**src/rtl/config_reg_arbiter.sv**
```systemverilog
// Round-robin arbiter that shares the single-port config_reg (8 x 16-bit) between N_REQ
// requesters. It grants one request at a time, drives the config_reg address/write/data
// ports, captures read data after RD_LATENCY cycles and returns a one-cycle ack pulse.
// Optional build macro CFG_WRITE_VERIFY_EN: every write is read back after RD_LATENCY cycles
// and a mismatch sets the sticky verify_err flag; without it verify_err is tied low.
module config_reg_arbiter #(
  parameter int unsigned N_REQ      = 2,
  parameter int unsigned RD_LATENCY = 1
) (
  input  logic                  clk,
  input  logic                  reset,
  input  logic [N_REQ-1:0]      req,
  input  logic [N_REQ-1:0]      req_we,
  input  logic [3*N_REQ-1:0]    req_addr,
  input  logic [16*N_REQ-1:0]   req_wdata,
  output logic [N_REQ-1:0]      ack,
  output logic [15:0]           rdata,
  output logic                  busy,
  output logic [2:0]            cfg_address,
  output logic                  cfg_write,
  output logic [15:0]           cfg_data_in,
  input  logic [15:0]           cfg_data_out,
  output logic                  verify_err
);

  localparam int unsigned IdxW  = (N_REQ > 1) ? $clog2(N_REQ) : 1;
  localparam int unsigned IdxW1 = IdxW + 1;
  localparam logic [IdxW-1:0] LastIdx  = IdxW'(N_REQ - 1);
  localparam logic [1:0]      WaitLast = 2'(RD_LATENCY - 1);

  typedef enum logic [2:0] {
    StIdle,
    StIssue,
    StWait,
    StVerifyWait,
    StDone
  } state_e;

  state_e            state_q;
  logic [IdxW-1:0]   rr_q;
  logic [IdxW-1:0]   grant_q;
  logic [1:0]        wait_cnt_q;
  logic [N_REQ-1:0]  ack_q;
  logic [15:0]       rdata_q;
  logic              busy_q;
  logic [2:0]        cfg_address_q;
  logic              cfg_write_q;
  logic [15:0]       cfg_data_in_q;

  logic [2:0]        addr_arr  [N_REQ];
  logic [15:0]       wdata_arr [N_REQ];
  logic              pick_valid;
  logic [IdxW-1:0]   pick_idx;
  logic [IdxW:0]     scan_idx;
  logic [N_REQ-1:0]  grant_onehot;
  logic [IdxW-1:0]   rr_next;

  // Unpack the flat per-requester address and data buses.
  always_comb begin
    for (int i = 0; i < N_REQ; i++) begin
      addr_arr[i]  = req_addr[3*i +: 3];
      wdata_arr[i] = req_wdata[16*i +: 16];
    end
  end

  // Pick the first active request at or above the rr pointer, wrapping at N_REQ-1.
  // Scanning downwards lets the closest candidate to the pointer win.
  always_comb begin
    pick_valid = 1'b0;
    pick_idx   = '0;
    scan_idx   = '0;
    for (int i = int'(N_REQ) - 1; i >= 0; i--) begin
      scan_idx = {1'b0, rr_q} + IdxW1'(i);
      if (scan_idx >= IdxW1'(N_REQ)) begin
        scan_idx = scan_idx - IdxW1'(N_REQ);
      end
      if (req[scan_idx[IdxW-1:0]]) begin
        pick_valid = 1'b1;
        pick_idx   = scan_idx[IdxW-1:0];
      end
    end
  end

  assign grant_onehot = N_REQ'(1) << grant_q;
  assign rr_next      = (grant_q == LastIdx) ? '0 : grant_q + IdxW'(1);

`ifdef CFG_WRITE_VERIFY_EN
  logic verify_err_q;
`endif

  // Transfer sequencer; all outputs are registered alongside the state.
  always_ff @(posedge clk) begin
    if (reset) begin
      state_q       <= StIdle;
      rr_q          <= '0;
      grant_q       <= '0;
      wait_cnt_q    <= '0;
      ack_q         <= '0;
      rdata_q       <= '0;
      busy_q        <= 1'b0;
      cfg_address_q <= '0;
      cfg_write_q   <= 1'b0;
      cfg_data_in_q <= '0;
`ifdef CFG_WRITE_VERIFY_EN
      verify_err_q  <= 1'b0;
`endif
    end else begin
      case (state_q)
        StIdle: begin
          if (pick_valid) begin
            grant_q       <= pick_idx;
            cfg_address_q <= addr_arr[pick_idx];
            cfg_write_q   <= req_we[pick_idx];
            cfg_data_in_q <= wdata_arr[pick_idx];
            busy_q        <= 1'b1;
            state_q       <= StIssue;
          end
        end
        StIssue: begin
          // cfg_write_q still holds the latched direction of this transfer.
          cfg_write_q <= 1'b0;
          wait_cnt_q  <= '0;
          if (cfg_write_q) begin
`ifdef CFG_WRITE_VERIFY_EN
            state_q <= StVerifyWait;
`else
            ack_q   <= grant_onehot;
            state_q <= StDone;
`endif
          end else begin
            state_q <= StWait;
          end
        end
        StWait: begin
          if (wait_cnt_q == WaitLast) begin
            rdata_q <= cfg_data_out;
            ack_q   <= grant_onehot;
            state_q <= StDone;
          end else begin
            wait_cnt_q <= wait_cnt_q + 2'd1;
          end
        end
`ifdef CFG_WRITE_VERIFY_EN
        StVerifyWait: begin
          if (wait_cnt_q == WaitLast) begin
            if (cfg_data_out != cfg_data_in_q) begin
              verify_err_q <= 1'b1;
            end
            ack_q   <= grant_onehot;
            state_q <= StDone;
          end else begin
            wait_cnt_q <= wait_cnt_q + 2'd1;
          end
        end
`endif
        StDone: begin
          ack_q   <= '0;
          busy_q  <= 1'b0;
          rr_q    <= rr_next;
          state_q <= StIdle;
        end
        default: begin
          ack_q       <= '0;
          busy_q      <= 1'b0;
          cfg_write_q <= 1'b0;
          state_q     <= StIdle;
        end
      endcase
    end
  end

  assign ack         = ack_q;
  assign rdata       = rdata_q;
  assign busy        = busy_q;
  assign cfg_address = cfg_address_q;
  assign cfg_write   = cfg_write_q;
  assign cfg_data_in = cfg_data_in_q;
`ifdef CFG_WRITE_VERIFY_EN
  assign verify_err  = verify_err_q;
`else
  assign verify_err  = 1'b0;
`endif

endmodule

```
**config.mk**
```make
export PLATFORM = sky130hd
export DESIGN_NAME = config_reg_arbiter
export DESIGN_NICKNAME = d
export VERILOG_FILES = /design/src/rtl/config_reg_arbiter.sv
export SDC_FILE = /design/constraint.sdc
export NUM_CORES = 1
export LEC_CHECK = 0
export CORE_MARGIN = 1.5
export CORE_UTILIZATION = 39
export DETAILED_ROUTE_END_ITERATION = 8
export GPL_TIMING_DRIVEN = 0
export PLACE_DENSITY = 0.79
export SLEW_MARGIN = 40
export SYNTH_ARGS = -nofsm -noshare
export SYNTH_HDL_FRONTEND = slang
export SYNTH_SLANG_ARGS = --single-unit
```
**constraint.sdc**
```tcl
create_clock -name clk -period 2 [get_ports clk]
set_clock_uncertainty 0.05 [all_clocks]
set_input_delay 0.2 -clock clk [delete_from_list [all_inputs] [get_ports clk]]
set_output_delay 0.2 -clock clk [all_outputs]
set_load 0.03 [all_outputs]
```
==> impl_metrics.toml <==
[run_status]
outcome = "finished clean"

[worst_hold_path]
min_path_type = "primary input to register"
holdPathStages = 3
min_to = "rdata[4]"
min_from = "cfg_data_out[4]"

[layout]
area_delta_synth_final_pct = 61.9
seq_area_um2 = 921
final_common_cell = "clkdlybuf4s50_1"
drive_above_1_share_pct = 6.61
antenna_cells = 0
multi_input_area_um2 = 868
stdcell_count = 400
nNetsFinal = 393
final_cell_mix = "clkdlybuf4s50_1, dfxtp_1, nand2_1"
finalInstanceArea_um2 = 3080
fillers = 405

[place]
dp_hpwl_um = 3820
io_buffers = 98
gp_congestion = 0.831
place_area_um2 = 2970
placed_cells = 392

[global_routing]
first_global_vias = 1715
grt_max_degree = 16
antenna_found_initial = 0
grtUsageTotal_pct = 19.8
grt.overflow.total = 0
grt_pass1_wl_um = 8120

[clocking]
cts_max_level = 2
cts_tree = "built"
clockBufferDepth = 2
clk_latency_ps = 300
ctsResizeCount = 0
clock_sinks = 46
cts_setup_buffers = 0
clk_pin_slew_ps = 90
cts-root-buf = "clkbuf_8"
cts_hold_buffers = 0
numCtsBuffers = 5

[drt]
avgViaCountPerCell = 4.99
first_pass_iters = 4
drt_iter0_drc = 111
wl_per_cell_um = 13.3
drc = 0
routed_wl_um = 5330
ant_nets = 0
vias = 1997

[power_and_ir_drop]
p_leak_nw = 1.11
p_seq_share_pct = 42.7
power_density_nw_per_um2 = 791
power_frac_comb_pct = 28.7
p_sw_share_pct = 30.5
p_sw_mw = 0.742
p_clk_share_pct = 28.6
irDropWorstVdd_v = 0.000462
p_int_mw = 1.69

[logic_synthesis]
yosysSeqAreaShare_pct = 48.4
yosys_warnings = 0
synthArstFlopShare_pct = 0
ys_types = 34
synth_area_leader_cell = "dfxtp_1"
synth-edff-count = 0
syn_area_um2 = 1900
synth-simple-area-share_pct = 16.9
synth_top_area_share_pct = 48.4
netlist_instances = 227
synth_top_family_by_area = "compound AO/OA/AOI/OAI gates"
synthMuxAreaShare_pct = 0.526
synthTopCellsByArea = "dfxtp_1, a211oi_1, nand2_1, o22ai_1, nor2_1"
synthAdderAreaFrac_pct = 0.657
synth_seq_cells = 46
synth-compound-area-share_pct = 26.9
avgSynthCellArea_um2 = 8.38
synth_ff_type = "dfxtp_1"
synthXorXnorAreaFrac_pct = 0.460
synth_nets = 288

[sta]
setup_viol = 0
max-slew-margin-rel_pct = 66.7
finalHoldViolations = 0
fmax_ghz = 0.578
setup_tns_ps = 0
rsz0062_at_grt = "no"
finalCritPeriodShare_pct = 86.5
worst_pin_slew_ps = 500
final_max_slew_viol_count = 0
timing.final.crit_period_ps = 1730

[setup_path]
r2r_setup_slack_ps = 270
critical-path-max-stage-delay_ps = 400
reg2reg_to = "rdata[10]"
r2r_start = "wait_cnt_q[0]"
critPathLaunchType = "register"
cp_top_family = "buffers and inverters"
crit_fanout = 10
slowest_stage = "clkbuf_1"
arrival_ps = 1920
end_kind = "register"
cp_num_buf_inv = 2
critPathRequiredTime_ps = 2190
ff2ff_path_depth = 6
crit_chain = "inv_1 -> ha_1 -> nand3_1 -> clkbuf_1 -> nand2_1 -> a21oi_1"
worstSetupPathType = "register to register"

[run]
maxCapViolations = 0

[floorplanning]
fp.dieH_um = 72.9
start_util_pct = 40.3
chipWidth_um = 72.9
coreArea_um2 = 4720
row_count = 25
die_area_um2 = 5310
io_pins = 100
==> how the worst max path moves through the flow <==
stage,start,end,slack (ps),depth (start not counted)
after floorplan,wait_cnt_q[0],rdata[10],560,6
after global placement,req[1],cfg_data_in[14],130,6
after detailed placement,req[1],cfg_data_in[8],130,6
after CTS,wait_cnt_q[0],rdata[15],230,6
after global routing,wait_cnt_q[0],rdata[14],70,6
final,wait_cnt_q[0],rdata[10],270,6
==> power groups by stage <==
stage                     registers, mW  logic, mW  clock network [mW]
after floorplan                    1.20      0.240                   0
after global placement             1.06      0.691                   0
after detailed placement           1.06      0.697                   0
after CTS                          1.04      0.704               0.710
after global routing               1.05      0.747               0.757
final                              1.04      0.700               0.696
==> sequential cells by signal, indices dropped and copies added, names as in the netlist <==
name         flops
cfg_data_in     16
rdata           16
cfg_address      3
state_q          3
ack              2
wait_cnt_q       2
busy             1
cfg_write        1
grant_q          1
rr_q             1
==> through the flow <==
stage          power (mW)  hold slack [ps]  utilization [%]  setup slack [ps]
6_report             2.44              383             65.2               270
5_1_grt              2.55              400             65.2              67.7
4_1_cts              2.45              383             65.2               228
3_5_place_dp         1.76              396             62.8               129
3_3_place_gp         1.75              391             62.8               128
2_1_floorplan        1.44              286                -               556
==> synth_stat cells (3+ instances only) <==
cell,instances
dfxtp_1,46
inv_1,6
nand3_1,3
a22oi_1,3
a211oi_1,20
o22ai_1,19
a21oi_1,17
buf_4,3
nand2_1,35
clkbuf_1,9
buf_2,7
nor2_1,30
==> logic make-up after synthesis <==
kind of cell,after synthesis
AND/OR/NAND/NOR,78
multiplexers,1
adder cells (fa/ha/maj),1
AO/OA/AOI/OAI,74
XOR/XNOR,1
flip-flops,46
other,1
buffers and inverters,25
==> per-layer routing <==
layer / share of wire [%] / wire, um / global-route usage, % / up-vias
met5: 0 / 0 / 0 / -
li1: - / - / - / 1013
met4: 1.8 / 96 / 7.13 / 0
met2: 44 / 2360 / 31.4 / 87
met1: 46 / 2440 / 26.2 / 888
met3: 8.2 / 438 / 4.97 / 9
==> final cells by class <==
cell class | count | share of cell area (%)
inverter | 6 | 0.731
clock buffer | 5 | 2.23
sequential | 46 | 29.9
tap | 67 | 2.72
multi-input combinational | 156 | 28.2
clock inverter | 3 | 1.42
buffer | 19 | 2.97
timing repair buffer | 98 | 31.8
==> tightest hold or removal path: cells and delay by family <==
| family | cells | cell delay [ps] |
|---|---|---|
| compound gates | 1 | 50 |
| simple gates | 1 | 50 |
| buf+inv | 1 | 390 |
No activity file was read; power rests on OpenSTA's default activity.
